## config.mk

```make
export PLATFORM = sky130hd
export DESIGN_NAME = sprite_rom_arbiter_flat
export DESIGN_NICKNAME = d
export VERILOG_FILES = /design/src/rtl/sprite_rom_arbiter_if.sv /design/src/rtl/sprite_rom_arbiter.sv /design/src/flat_wrapper.sv
export SDC_FILE = /design/constraint.sdc
export NUM_CORES = 1
export LEC_CHECK = 0
export BUFFER_PORTS_ARGS = -buffer_cell sky130_fd_sc_hd__buf_4
export CORE_UTILIZATION = 50
export CTS_BUF_LIST = sky130_fd_sc_hd__clkbuf_2
export CTS_CLUSTER_DIAMETER = 60
export DETAILED_ROUTE_END_ITERATION = 8
export PLACE_DENSITY_LB_ADDON = 0.25
export SLEW_MARGIN = 40
export SYNTH_ARGS = -nofsm -noshare
export SYNTH_HDL_FRONTEND = slang
export SYNTH_SLANG_ARGS = --single-unit
```

## constraint.sdc

```tcl
create_clock -name clock -period 5.05 [get_ports clock]
set_input_delay 1.01 -clock clock [delete_from_list [all_inputs] [get_ports clock]]
set_output_delay 1.01 -clock clock [all_outputs]
set_load 0.02 [all_outputs]
```

## src/rtl/sprite_rom_arbiter_if.sv

```systemverilog
// Bus bundle between the pixel-layer requesters, the shared sprite ROM and the arbiter.
// The arbiter uses the slave modport; requesters and ROM sit behind the master modport.
interface sprite_rom_arbiter_if #(
   parameter int unsigned N_REQ  = 4,
   parameter int unsigned ADDR_W = 14,
   parameter int unsigned DATA_W = 12
);
   logic                     frame_start;
   logic [N_REQ-1:0]         req;
   logic [N_REQ*ADDR_W-1:0]  req_addr;
   logic [N_REQ-1:0]         gnt;
   logic                     rom_en;
   logic [ADDR_W-1:0]        rom_addr;
   logic [DATA_W-1:0]        rom_data;
   logic                     rsp_valid;
   logic [2:0]               rsp_id;
   logic [DATA_W-1:0]        rsp_data;
   logic [N_REQ-1:0]         starve;

   modport slave (
      input  frame_start, req, req_addr, rom_data,
      output gnt, rom_en, rom_addr, rsp_valid, rsp_id, rsp_data, starve
   );

   modport master (
      output frame_start, req, req_addr, rom_data,
      input  gnt, rom_en, rom_addr, rsp_valid, rsp_id, rsp_data, starve
   );
endinterface

```

## src/rtl/sprite_rom_arbiter.sv

```systemverilog
// Round-robin arbiter sharing one single-port sprite ROM among N_REQ pixel layers.
// Optional build macro SPRITE_ARB_PRIO0_EN gives requester 0 fixed top priority.
module sprite_rom_arbiter #(
   parameter int unsigned N_REQ   = 4,
   parameter int unsigned ADDR_W  = 14,
   parameter int unsigned DATA_W  = 12,
   parameter int unsigned ROM_LAT = 2
) (
   input logic              clock,
   input logic              reset,
   sprite_rom_arbiter_if.slave bus
);
   localparam int unsigned PTR_W  = (N_REQ > 1) ? $clog2(N_REQ) : 1;
   localparam int unsigned ID_W   = 3;
   localparam int unsigned CNT_W  = 8;
   localparam int unsigned STAGES = ROM_LAT + 1;

   logic [PTR_W-1:0]                ptr_q, ptr_d;
   logic                            rom_en_q, rom_en_d;
   logic [ADDR_W-1:0]               rom_addr_q, rom_addr_d;
   logic [STAGES-1:0]               tag_vld_q, tag_vld_d;
   logic [STAGES-1:0][ID_W-1:0]     tag_id_q, tag_id_d;
   logic                            rsp_valid_q, rsp_valid_d;
   logic [ID_W-1:0]                 rsp_id_q, rsp_id_d;
   logic [DATA_W-1:0]               rsp_data_q, rsp_data_d;
   logic [N_REQ-1:0]                starve_q, starve_d;
   logic [N_REQ-1:0][CNT_W-1:0]     wcnt_q, wcnt_d;

   logic [N_REQ-1:0]                gnt_c;
   logic                            found;
   logic                            prio_hit;
   logic [PTR_W-1:0]                gnt_idx;
   int unsigned                     idx;

   // Arbitration plus next-state for ROM port, tag pipeline, responses and starvation.
   always_comb begin
      gnt_c      = '0;
      found      = 1'b0;
      prio_hit   = 1'b0;
      gnt_idx    = '0;
      idx        = 0;
      ptr_d      = ptr_q;
      rom_addr_d = rom_addr_q;
      rsp_id_d   = rsp_id_q;
      rsp_data_d = rsp_data_q;
      starve_d   = starve_q;
      wcnt_d     = wcnt_q;

      for (int unsigned k = 0; k < N_REQ; k++) begin
         idx = 32'(ptr_q) + k;
         if (idx >= N_REQ) idx = idx - N_REQ;
         if (!found && bus.req[PTR_W'(idx)]) begin
            found   = 1'b1;
            gnt_idx = PTR_W'(idx);
         end
      end
`ifdef SPRITE_ARB_PRIO0_EN
      if (bus.req[0]) begin
         found    = 1'b1;
         prio_hit = 1'b1;
         gnt_idx  = '0;
      end
`else
      prio_hit = 1'b0;
`endif
      if (reset) found = 1'b0;
      if (found) gnt_c[gnt_idx] = 1'b1;

      rom_en_d = found;
      for (int unsigned i = 0; i < N_REQ; i++) begin
         if (gnt_c[i]) rom_addr_d = bus.req_addr[i*ADDR_W +: ADDR_W];
      end
      if (found && !prio_hit) begin
         if (gnt_idx == PTR_W'(N_REQ - 1)) ptr_d = '0;
         else                              ptr_d = gnt_idx + PTR_W'(1);
      end
      if (bus.frame_start) ptr_d = '0;

      // Tag stage ROM_LAT lines up with the cycle rom_data is valid.
      tag_vld_d   = {tag_vld_q[STAGES-2:0], found};
      tag_id_d    = {tag_id_q[STAGES-2:0], ID_W'(gnt_idx)};
      rsp_valid_d = tag_vld_q[STAGES-1];
      if (tag_vld_q[STAGES-1]) begin
         rsp_id_d   = tag_id_q[STAGES-1];
         rsp_data_d = bus.rom_data;
      end

      for (int unsigned i = 0; i < N_REQ; i++) begin
         if (wcnt_q[i] == CNT_W'(255)) starve_d[i] = 1'b1;
         if (!bus.req[i] || gnt_c[i])          wcnt_d[i] = '0;
         else if (wcnt_q[i] != CNT_W'(255))    wcnt_d[i] = wcnt_q[i] + CNT_W'(1);
      end
      if (bus.frame_start) starve_d = '0;
   end

   always_ff @(posedge clock or posedge reset) begin
      if (reset) begin
         ptr_q       <= '0;
         rom_en_q    <= 1'b0;
         rom_addr_q  <= '0;
         tag_vld_q   <= '0;
         tag_id_q    <= '0;
         rsp_valid_q <= 1'b0;
         rsp_id_q    <= '0;
         rsp_data_q  <= '0;
         starve_q    <= '0;
         wcnt_q      <= '0;
      end else begin
         ptr_q       <= ptr_d;
         rom_en_q    <= rom_en_d;
         rom_addr_q  <= rom_addr_d;
         tag_vld_q   <= tag_vld_d;
         tag_id_q    <= tag_id_d;
         rsp_valid_q <= rsp_valid_d;
         rsp_id_q    <= rsp_id_d;
         rsp_data_q  <= rsp_data_d;
         starve_q    <= starve_d;
         wcnt_q      <= wcnt_d;
      end
   end

   assign bus.gnt       = gnt_c;
   assign bus.rom_en    = rom_en_q;
   assign bus.rom_addr  = rom_addr_q;
   assign bus.rsp_valid = rsp_valid_q;
   assign bus.rsp_id    = rsp_id_q;
   assign bus.rsp_data  = rsp_data_q;
   assign bus.starve    = starve_q;
endmodule

```

## src/flat_wrapper.sv

```systemverilog
// flat-port wrapper written by rule: the top's interface ports become plain ports
module sprite_rom_arbiter_flat 
#(
   parameter int unsigned N_REQ   = 4,
   parameter int unsigned ADDR_W  = 14,
   parameter int unsigned DATA_W  = 12,
   parameter int unsigned ROM_LAT = 2
)
  (clock, reset, bus_frame_start, bus_req, bus_req_addr, bus_rom_data, bus_gnt, bus_rom_en, bus_rom_addr, bus_rsp_valid, bus_rsp_id, bus_rsp_data, bus_starve);
  sprite_rom_arbiter_if #(.N_REQ(N_REQ), .ADDR_W(ADDR_W), .DATA_W(DATA_W)) bus_i ();
  input logic clock;
  input logic reset;
  input wire logic [$bits(bus_i.frame_start)-1:0] bus_frame_start;
  input wire logic [$bits(bus_i.req)-1:0] bus_req;
  input wire logic [$bits(bus_i.req_addr)-1:0] bus_req_addr;
  input wire logic [$bits(bus_i.rom_data)-1:0] bus_rom_data;
  output wire logic [$bits(bus_i.gnt)-1:0] bus_gnt;
  output wire logic [$bits(bus_i.rom_en)-1:0] bus_rom_en;
  output wire logic [$bits(bus_i.rom_addr)-1:0] bus_rom_addr;
  output wire logic [$bits(bus_i.rsp_valid)-1:0] bus_rsp_valid;
  output wire logic [$bits(bus_i.rsp_id)-1:0] bus_rsp_id;
  output wire logic [$bits(bus_i.rsp_data)-1:0] bus_rsp_data;
  output wire logic [$bits(bus_i.starve)-1:0] bus_starve;
  assign bus_i.frame_start = bus_frame_start;
  assign bus_i.req = bus_req;
  assign bus_i.req_addr = bus_req_addr;
  assign bus_i.rom_data = bus_rom_data;
  assign bus_gnt = bus_i.gnt;
  assign bus_rom_en = bus_i.rom_en;
  assign bus_rom_addr = bus_i.rom_addr;
  assign bus_rsp_valid = bus_i.rsp_valid;
  assign bus_rsp_id = bus_i.rsp_id;
  assign bus_rsp_data = bus_i.rsp_data;
  assign bus_starve = bus_i.starve;
  sprite_rom_arbiter #(.N_REQ(N_REQ), .ADDR_W(ADDR_W), .DATA_W(DATA_W), .ROM_LAT(ROM_LAT)) u_core (.clock(clock), .reset(reset), .bus(bus_i));
endmodule
```

# Word-level counts from Yosys, hierarchy flattened

Index checks and enable logic that the tools add are counted.
W data, S select, Z words.

Register bits after elaboration: 77
Output and inout bits: 39
Word-level logic and storage cells: 118

$add $sub $neg: 12
Order comparisons: 10
Eq/ne operators: 9
Muxes and demuxes: 44
Reduce and logical (&&, ||, !) cells: 25

Operators with widths:

| cell                  | number |
|---|---|
| $mux W8               | 8 |
| $mux W14              | 4 |
| $add A8 B1 Y8 const B | 4 |
| $eq A8 B8 Y1 const B  | 4 |
| $ne A8 B8 Y1 const B  | 4 |
| $mux W2               | 11 |
| $reduce_bool A2 Y1    | 9 |
| $lt A2 B3 Y1 const B  | 5 |
| $mux W1               | 14 |
| $ge A3 B3 Y1 const B  | 3 |
| $bmux W1 S2           | 4 |
| $mux W4               | 2 |
| $sub A2 B1 Y2 const B | 4 |
| $logic_not A1 Y1      | 7 |
| $add A2 B2 Y3 const B | 2 |
| $logic_and A1 B1 Y1   | 4 |
| $logic_or A1 B1 Y1    | 4 |
| $reduce_bool A4 Y1    | 1 |
| $add A2 B1 Y3 const B | 1 |
| $ge A2 B3 Y1 const B  | 1 |
| $add A2 B1 Y2 const B | 1 |
| $demux W1 S2          | 1 |
| $eq A2 B2 Y1 const B  | 1 |
| $ge A2 B1 Y1 const B  | 1 |

# Longest topological paths before layout

Gate-level depths: netlist of the first run.

Word-level depth: 23
Gate-level depth with buffers: 11

# Worst setup path after synthesis of the first run

Ideal clock, no wire load.

Path type: input -> output
From: in bus_req[0]
To: out bus_gnt[3]
Data arrival time: 2.691 ns
Required time: 4.040 ns
Slack: 1.349 ns
Stages: 7
Cell sequence: nor3b_1 > a211oi_1 > ha_1 > buf_2 > inv_1 > clkbuf_1 > nor3_1

Cells in the longest elaborated chain, start to end: 17
Elaborated cells on any way between the ends: 29
Classes of those cells: order compare (2); mux (20); reduce/logical (7)

Ends and longest elaborated chain:

| item                                                                      | line                     | text |
|---|---|---|
| start, declared                                                           | flat_wrapper.sv:14       | `input wire logic [$bits(bus_i.req)-1:0] bus_req;` |
| $bmux W1 S2                                                               | sprite_rom_arbiter.sv:52 | `if (!found && bus.req[PTR_W'(idx)]) begin` |
| $mux W1 (implied by the code)                                             | sprite_rom_arbiter.sv:52 |  |
| $mux W1                                                                   | sprite_rom_arbiter.sv:52 |  |
| $logic_not A1 Y1                                                          | sprite_rom_arbiter.sv:52 |  |
| $logic_and A1 B1 Y1                                                       | sprite_rom_arbiter.sv:52 |  |
| $mux W1                                                                   | sprite_rom_arbiter.sv:52 |  |
| $logic_not A1 Y1                                                          | sprite_rom_arbiter.sv:52 |  |
| $logic_and A1 B1 Y1                                                       | sprite_rom_arbiter.sv:52 |  |
| [... 2 more ...]                                                          | -                        |  |
| $logic_and A1 B1 Y1                                                       | sprite_rom_arbiter.sv:52 |  |
| $mux W2 *                                                                 | sprite_rom_arbiter.sv:52 |  |
| via u_core.gnt_idx[0]                                                     | sprite_rom_arbiter.sv:32 | `logic [PTR_W-1:0] gnt_idx;` |
| $lt A2 B3 Y1 (implied by the code) / $ge A2 B1 Y1 (equally long branches) | sprite_rom_arbiter.sv:67 | `if (found) gnt_c[gnt_idx] = 1'b1;` |
| $logic_and A1 B1 Y1 (implied by the code)                                 | sprite_rom_arbiter.sv:67 |  |
| $mux W1 (implied by the code)                                             | sprite_rom_arbiter.sv:67 |  |
| $demux W1 S2 *                                                            | -                        |  |
| $mux W4 *                                                                 | sprite_rom_arbiter.sv:67 |  |
| end, declared                                                             | flat_wrapper.sv:17       | `output wire logic [$bits(bus_i.gnt)-1:0] bus_gnt;` |

The timed path passes the listed nets; every way through them passes the cells marked *. The select of a mux whose other input is x is not followed.

# Worst setup path in the final report of the first run

Same ends and word-level chain as after synthesis.

==> flow_metrics.py, run 1 <==
metrics = {
    "global_routing": {
        "gr-usage-met2_pct": 34.9,
        "grt_max_degree": 46,
        "antenna_found_initial": 0,
        "grt.busiest_layer": "met2",
        "grt_first_pass_wirelength_mm": 13.9,
        "grt_use_met1_pct": 28.7,
        "grt_pass1_vias": 3037,
        "grt_use_total_pct": 21.7,
        "globalRouteMet3Util_pct": 4.48,
        "gr-total-overflow": 0,
    },
    "worst_setup_path": {
        "cp-start-kind": "primary input",
        "slowest_stage": "a211oi_1",
        "critical_path_class": "in2out",
        "slowest_delay_ns": 0.54,
        "crit_chain": "buf_4 -> nor3b_1 -> a211oi_1 -> ha_1 -> buf_4 -> inv_1 -> nor3_1 -> buf_4",
        "path_max_fanout": 17,
        "cp-startpoint": "bus_req[0]",
        "crit_top_cell": "buf_4",
        "end_kind": "output port",
        "cp.arrival_ns": 2.99,
        "required_ns": 4.04,
        "r2r_start": "u_core.ptr_q[1]",
    },
    "min_path": {
        "hp-class": "reg2reg",
        "hold_start": "u_core.tag_id_d[3]",
    },
    "outcome": {
        "status": "finished clean",
    },
    "power": {
        "p_comb_share_pct": 28.8,
        "seqPwrFrac_pct": 46.9,
        "p_sw_uw": 501,
        "ir_worst_vdd_uv": 157,
        "power_mw": 1.56,
        "swShare_pct": 32.1,
        "clockPowerShare_pct": 24.3,
        "power_density_mw_per_mm2": 319,
        "internal_power_mw": 1.06,
        "p_leak_nw": 2.17,
    },
    "die": {
        "die_area_sq_mm": 0.00805,
        "io_pins": 114,
        "die-height_microns": 89.7,
        "core_sq_mm": 0.00733,
        "die-width_microns": 89.7,
        "start_util_pct": 52.5,
        "num_rows": 31,
    },
    "detailed_routing": {
        "drc_errors": 0,
        "num_vias": 3202,
        "vias_per_cell": 5.35,
        "drt-initial-drc-count": 120,
        "wl_per_cell_microns": 14.0,
        "wl_mm": 8.39,
        "postRouteAntennaNets": 0,
        "firstDrtPassIters": 4,
    },
    "cells_and_area": {
        "drive_above_1_share_pct": 34.3,
        "fill_cells": 578,
        "final_nets": 577,
        "final_area_sq_mm": 0.00489,
        "final_util_pct": 66.7,
        "final_cell_mix": "buf_4, dfrtp_1, nor2_1, a21oi_1, o21ai_0",
        "layout_commonest_cell": "buf_4",
        "area_growth_pct": 27.1,
        "antenna_cells": 0,
    },
    "sta": {
        "final-setup-viol-count": 0,
        "fin_tns_setup_ns": 0,
        "min_period_ns": 4.00,
        "timing_hold_violations_final": 0,
        "fin_crit_sh_pct": 79.2,
        "fin_skew_ns": 0.0360,
        "worstMarginPinSlew_ns": 0.809,
        "final_max_slew_viol_count": 0,
        "max_clock_freq_ghz": 0.250,
        "max_slew_margin_pct": 45.9,
        "hold_slack_ns": 0.374,
        "rsz0062_at_grt": "no",
    },
    "synthesis": {
        "synth_edf_count": 0,
        "yosys_warnings": 0,
        "synthCells": 384,
        "netlist_area_sq_mm": 0.00385,
        "syn_nets": 467,
        "synth.distinct_cells": 45,
        "async_flop_share_pct": 100,
        "ys_ff_latch": 76,
        "ys_seq_area_share_pct": 49.4,
        "syn-mean-instance-area_sq_um": 10.0,
        "synth_flop_cell": "dfrtp_1",
    },
    "clock_tree": {
        "clk_pin_slew_ns": 0.19,
        "clkSinkCount": 76,
        "cts_resized": 0,
        "cts-root-buf": "clkbuf_2",
        "cts_setup_buffers": 0,
        "cts.htree.levels": 3,
        "clock_latency_ns": 0.50,
        "cts_buffers": 9,
        "cts.path.max_buffers": 2,
        "cts_tree": "yes",
        "hold_buffers": 0,
    },
    "run": {
        "drv_cap": 0,
    },
    "placed_design": {
        "postPlaceCellArea_sq_mm": 0.00475,
        "dp.final_hpwl_mm": 6.25,
        "place_congestion": 0.840,
        "portBuffers": 112,
    },
}
cells by family (layout without fill, tap and decap cells):
| family | count (synthesis) | in the layout | share of synthesized area, % |
|---|---|---|---|
| xor gates and xnor gates | 10 | 10 | 2.28 |
| buffers and inverters | 29 | 144 | 3.61 |
| DFF | 76 | 76 | 49.4 |
| and+or+nand+nor | 139 | 139 | 19.6 |
| muxes | 21 | 21 | 5.92 |
| AOI/OAI and AO/OA | 100 | 100 | 16.4 |
| other | 1 | 1 | 0.0975 |
| adders and majority gates | 8 | 8 | 2.60 |
synth_stat cells, types with 5 or more instances:
master	instances	area, sq um
mux2_2	14	158
a21oi_1	27	135
nand2_1	15	56.3
o21bai_1	5	37.5
ha_1	8	100
nor2_2	10	62.6
a21oi_2	9	78.8
nor2_1	43	161
nor3_1	13	65.1
nor2b_1	14	87.6
xor2_1	9	78.8
o21ai_0	20	100
inv_1	13	48.8
and3_1	6	37.5
dfrtp_1	76	1900
a211oi_1	5	37.5
nand3_1	10	50.1
mux2i_1	7	70.1
o21ai_1	5	25.0
buf_2	6	30.0
clkbuf_1	5	18.8
a31oi_1	5	31.3
o31ai_1	16	120
nor3b_1	16	120
area by class of cell:
cell class	count	area [sq um]	share of cell area (%)
clock inverter	5	85.1	1.74
inverter	13	51.3	1.05
clock buffer	11	55.1	1.13
sequential	76	1900	38.9
tap	99	124	2.53
multi-input combinational	279	1810	37.0
timing repair buffer	115	863	17.7
layer usage:
metal	up-vias	wire, microns
met5	-	0
met1	1477	3900
met4	0	156
met2	126	3800
met3	16	538
li1	1583	-
state kept, by name, indices dropped and copies added (netlist names):
name and flops:
u_core.wcnt_q 32, u_core.bus.rom_addr 14, u_core.bus.rsp_data 12, u_core.bus.starve 4, u_core.tag_id_d 4, u_core.tag_vld_q 3, u_core.bus.rsp_id 2, u_core.ptr_q 2
u_core.tag_id_q 2, u_core.bus.rsp_valid 1
stage by stage:
step / setup slack (ns) / cells
after CTS: 1.06 / 598
after global routing: 0.850 / 598
final: 1.05 / 598
after global placement: 1.07 / 582
after detailed placement: 1.07 / 582
after floorplan: 1.35 / 384
worst paths after layout:
check,to,slack (ns),cells past startpoint
max,bus_gnt[3],1.05,8
min,u_core.tag_id_d[6],0.37,0
max reg2reg,u_core.bus.rom_addr[12],2.23,8
min reg2reg,u_core.tag_id_d[6],0.37,0
max in group asynchronous,u_core.wcnt_q[3],3.62,3
min in group asynchronous,u_core.wcnt_q[31],0.61,2
critical path, delay by kind of cell:
family,cells,cell delay (ns)
fa+ha+maj,1,0.25
compound gates,1,0.54
simple gates,2,0.40
buf+inv,4,0.78
power by group through the flow:
stage | sequential, mW | combinational (mW) | clock, mW
floorplan | 0.801 | 0.213 | 0
detailed placement | 0.742 | 0.454 | 0
finish | 0.731 | 0.450 | 0.380
CTS | 0.732 | 0.454 | 0.388
global placement | 0.740 | 0.445 | 0
global route | 0.742 | 0.489 | 0.415
(Power assumes the default switching activity.)
==> run 2, diff against run 1 <==
- CORE_UTILIZATION: 50 -> 48
- clock period: 5.05 -> 3.3 ns (I/O delays scaled with it)
==> flow_metrics.py, run 2 (synthesis results as in run 1) <==
metrics = {
    "worst_setup_path": {
        "crit_chain": "mux2i_1 -> a211oi_2 -> inv_1 -> ha_1 -> inv_1 -> nor3_1 -> buf_4",
        "critical_path_class": "reg2out",
        "required_ns": 2.64,
        "worst-path-stages": 7,
        "cp.arrival_ns": 2.25,
        "crit_top_cell": "inv_1",
        "path_max_fanout": 6,
        "end_kind": "output port",
        "crit_buf_inv": 3,
        "crit_family": "flip-flops",
        "reg2reg_depth": 9,
        "slowest_stage": "dfrtp_1",
        "slowest_delay_ns": 0.49,
        "cp-start-kind": "flop",
    },
    "global_routing": {
        "grt_first_pass_wirelength_mm": 14.4,
        "grt_max_degree": 49,
        "antenna_found_initial": 0,
        "grt_use_total_pct": 21.8,
        "grt_pass1_vias": 3122,
        "gr-total-overflow": 0,
    },
    "die": {
        "io_pins": 114,
        "die_area_sq_mm": 0.00838,
        "die-height_microns": 91.5,
        "num_rows": 32,
        "core_sq_mm": 0.00773,
        "die-width_microns": 91.5,
        "start_util_pct": 49.8,
    },
    "power": {
        "p_sw_uw": 786,
        "clockPowerShare_pct": 26.2,
        "power_density_mw_per_mm2": 500,
        "seqPwrFrac_pct": 45.2,
        "swShare_pct": 31.7,
        "p_leak_nw": 2.21,
        "internal_power_mw": 1.69,
        "ir_worst_vdd_uv": 255,
        "p_comb_share_pct": 28.6,
    },
    "sta": {
        "fin_ws_ns": 0.390,
        "final-setup-viol-count": 0,
        "min_period_ns": 2.91,
        "rsz0062_at_grt": "no",
        "fin_tns_setup_ns": 0,
        "final_max_slew_viol_count": 0,
        "hold_slack_ns": 0.297,
        "max_clock_freq_ghz": 0.344,
        "max_slew_margin_pct": 47.3,
        "fin_skew_ns": 0.0247,
        "fin_crit_sh_pct": 88.2,
        "timing_hold_violations_final": 0,
        "worstMarginPinSlew_ns": 0.788,
    },
    "cells_and_area": {
        "largest_register": "u_core.wcnt_q",
        "layout_commonest_cell": "buf_4",
        "area_growth_pct": 28.8,
        "final_util_pct": 64.1,
        "final_cell_mix": "buf_4, dfrtp_1, nor2_1, a21oi_1, o21ai_0",
        "drive_above_1_share_pct": 34.4,
        "antenna_cells": 0,
        "final_nets": 581,
        "largest_reg_flops": 32,
    },
    "placed_design": {
        "place_ws_ns": 0.152,
        "portBuffers": 112,
        "place_congestion": 0.882,
        "dp.final_hpwl_mm": 6.34,
    },
    "clock_tree": {
        "clock_latency_ns": 0.51,
        "cts_buffers": 9,
        "cts-root-buf": "clkbuf_2",
        "hold_buffers": 0,
        "cts.path.max_buffers": 2,
        "clkSinkCount": 76,
        "cts_tree": "yes",
        "clk_pin_slew_ns": 0.21,
        "cts_setup_buffers": 0,
        "cts.htree.levels": 3,
        "cts_resized": 0,
    },
    "detailed_routing": {
        "drt-initial-drc-count": 76,
        "postRouteAntennaNets": 0,
        "drc_errors": 0,
        "wl_mm": 8.71,
        "wl_per_cell_microns": 14.4,
        "vias_per_cell": 5.37,
        "num_vias": 3247,
        "firstDrtPassIters": 4,
    },
    "min_path": {
        "hp-class": "in2async",
    },
    "run": {
        "drv_cap": 0,
    },
    "outcome": {
        "status": "finished clean",
    },
}
-- run 2: cell type report --
class	instances	area [sq um]
fill	645	2770
clock buffer	9	45.0
tap	102	128
timing repair buffer	119	906
multi-input combinational	279	1810
sequential	76	1900
inverter	13	48.8
clock inverter	7	115
-- run 2: power by group through the flow --
| stage | Combinational, mW | Clock (mW) | Sequential, mW |
|---|---|---|---|
| 6_report | 0.709 | 0.650 | 1.12 |
| 5_1_grt | 0.769 | 0.693 | 1.14 |
| 4_1_cts | 0.713 | 0.660 | 1.12 |
| 3_5_place_dp | 0.711 | 0 | 1.13 |
| 3_3_place_gp | 0.693 | 0 | 1.13 |
| 2_1_floorplan | 0.326 | 0 | 1.23 |
-- run 2: per-layer routing --
metal  up-vias  track usage (%)  share of wire, %
li1       1597                -                 -
met1      1515             27.5                44
met2       122             36.3                48
met3        13             5.53               6.8
met4         0             7.41               1.3
met5         -                0                 0
-- run 2: worst register-to-register path, cell delays in order, from the launching register on --
cell,delay (ns)
dfrtp_1,0.49
mux2i_1,0.16
a211oi_2,0.40
inv_1,0.12
ha_1,0.24
buf_4,0.23
nor4_1,0.47
nor3_4,0.20
nor2_1,0.14
a21oi_1,0.06
-- run 2: path summary, 6_finish.rpt --
| check | slack (ns) | from | to |
|---|---|---|---|
| worst min register to register | 0.37 | u_core.tag_id_d[7] | u_core.tag_id_q[7] |
| min in group clock | 0.36 | bus_frame_start | u_core.bus.starve[2] |
| worst min-delay path | 0.30 | reset | u_core.wcnt_q[1] |
| worst max register to register | 0.66 | u_core.ptr_q[1] | u_core.bus.rom_addr[12] |
| worst max-delay path | 0.39 | u_core.ptr_q[1] | bus_gnt[0] |
| max in group asynchronous | 2.32 | reset | u_core.bus.rsp_data[2] |
-- run 2: metrics by stage --
stage | area (sq um) | total power, mW | std cells
2_1_floorplan | 3850 | 1.55 | 384
3_3_place_gp | 4790 | 1.83 | 589
3_5_place_dp | 4790 | 1.85 | 589
4_1_cts | 4950 | 2.49 | 605
5_1_grt | 4950 | 2.60 | 605
6_report | 4950 | 2.48 | 605
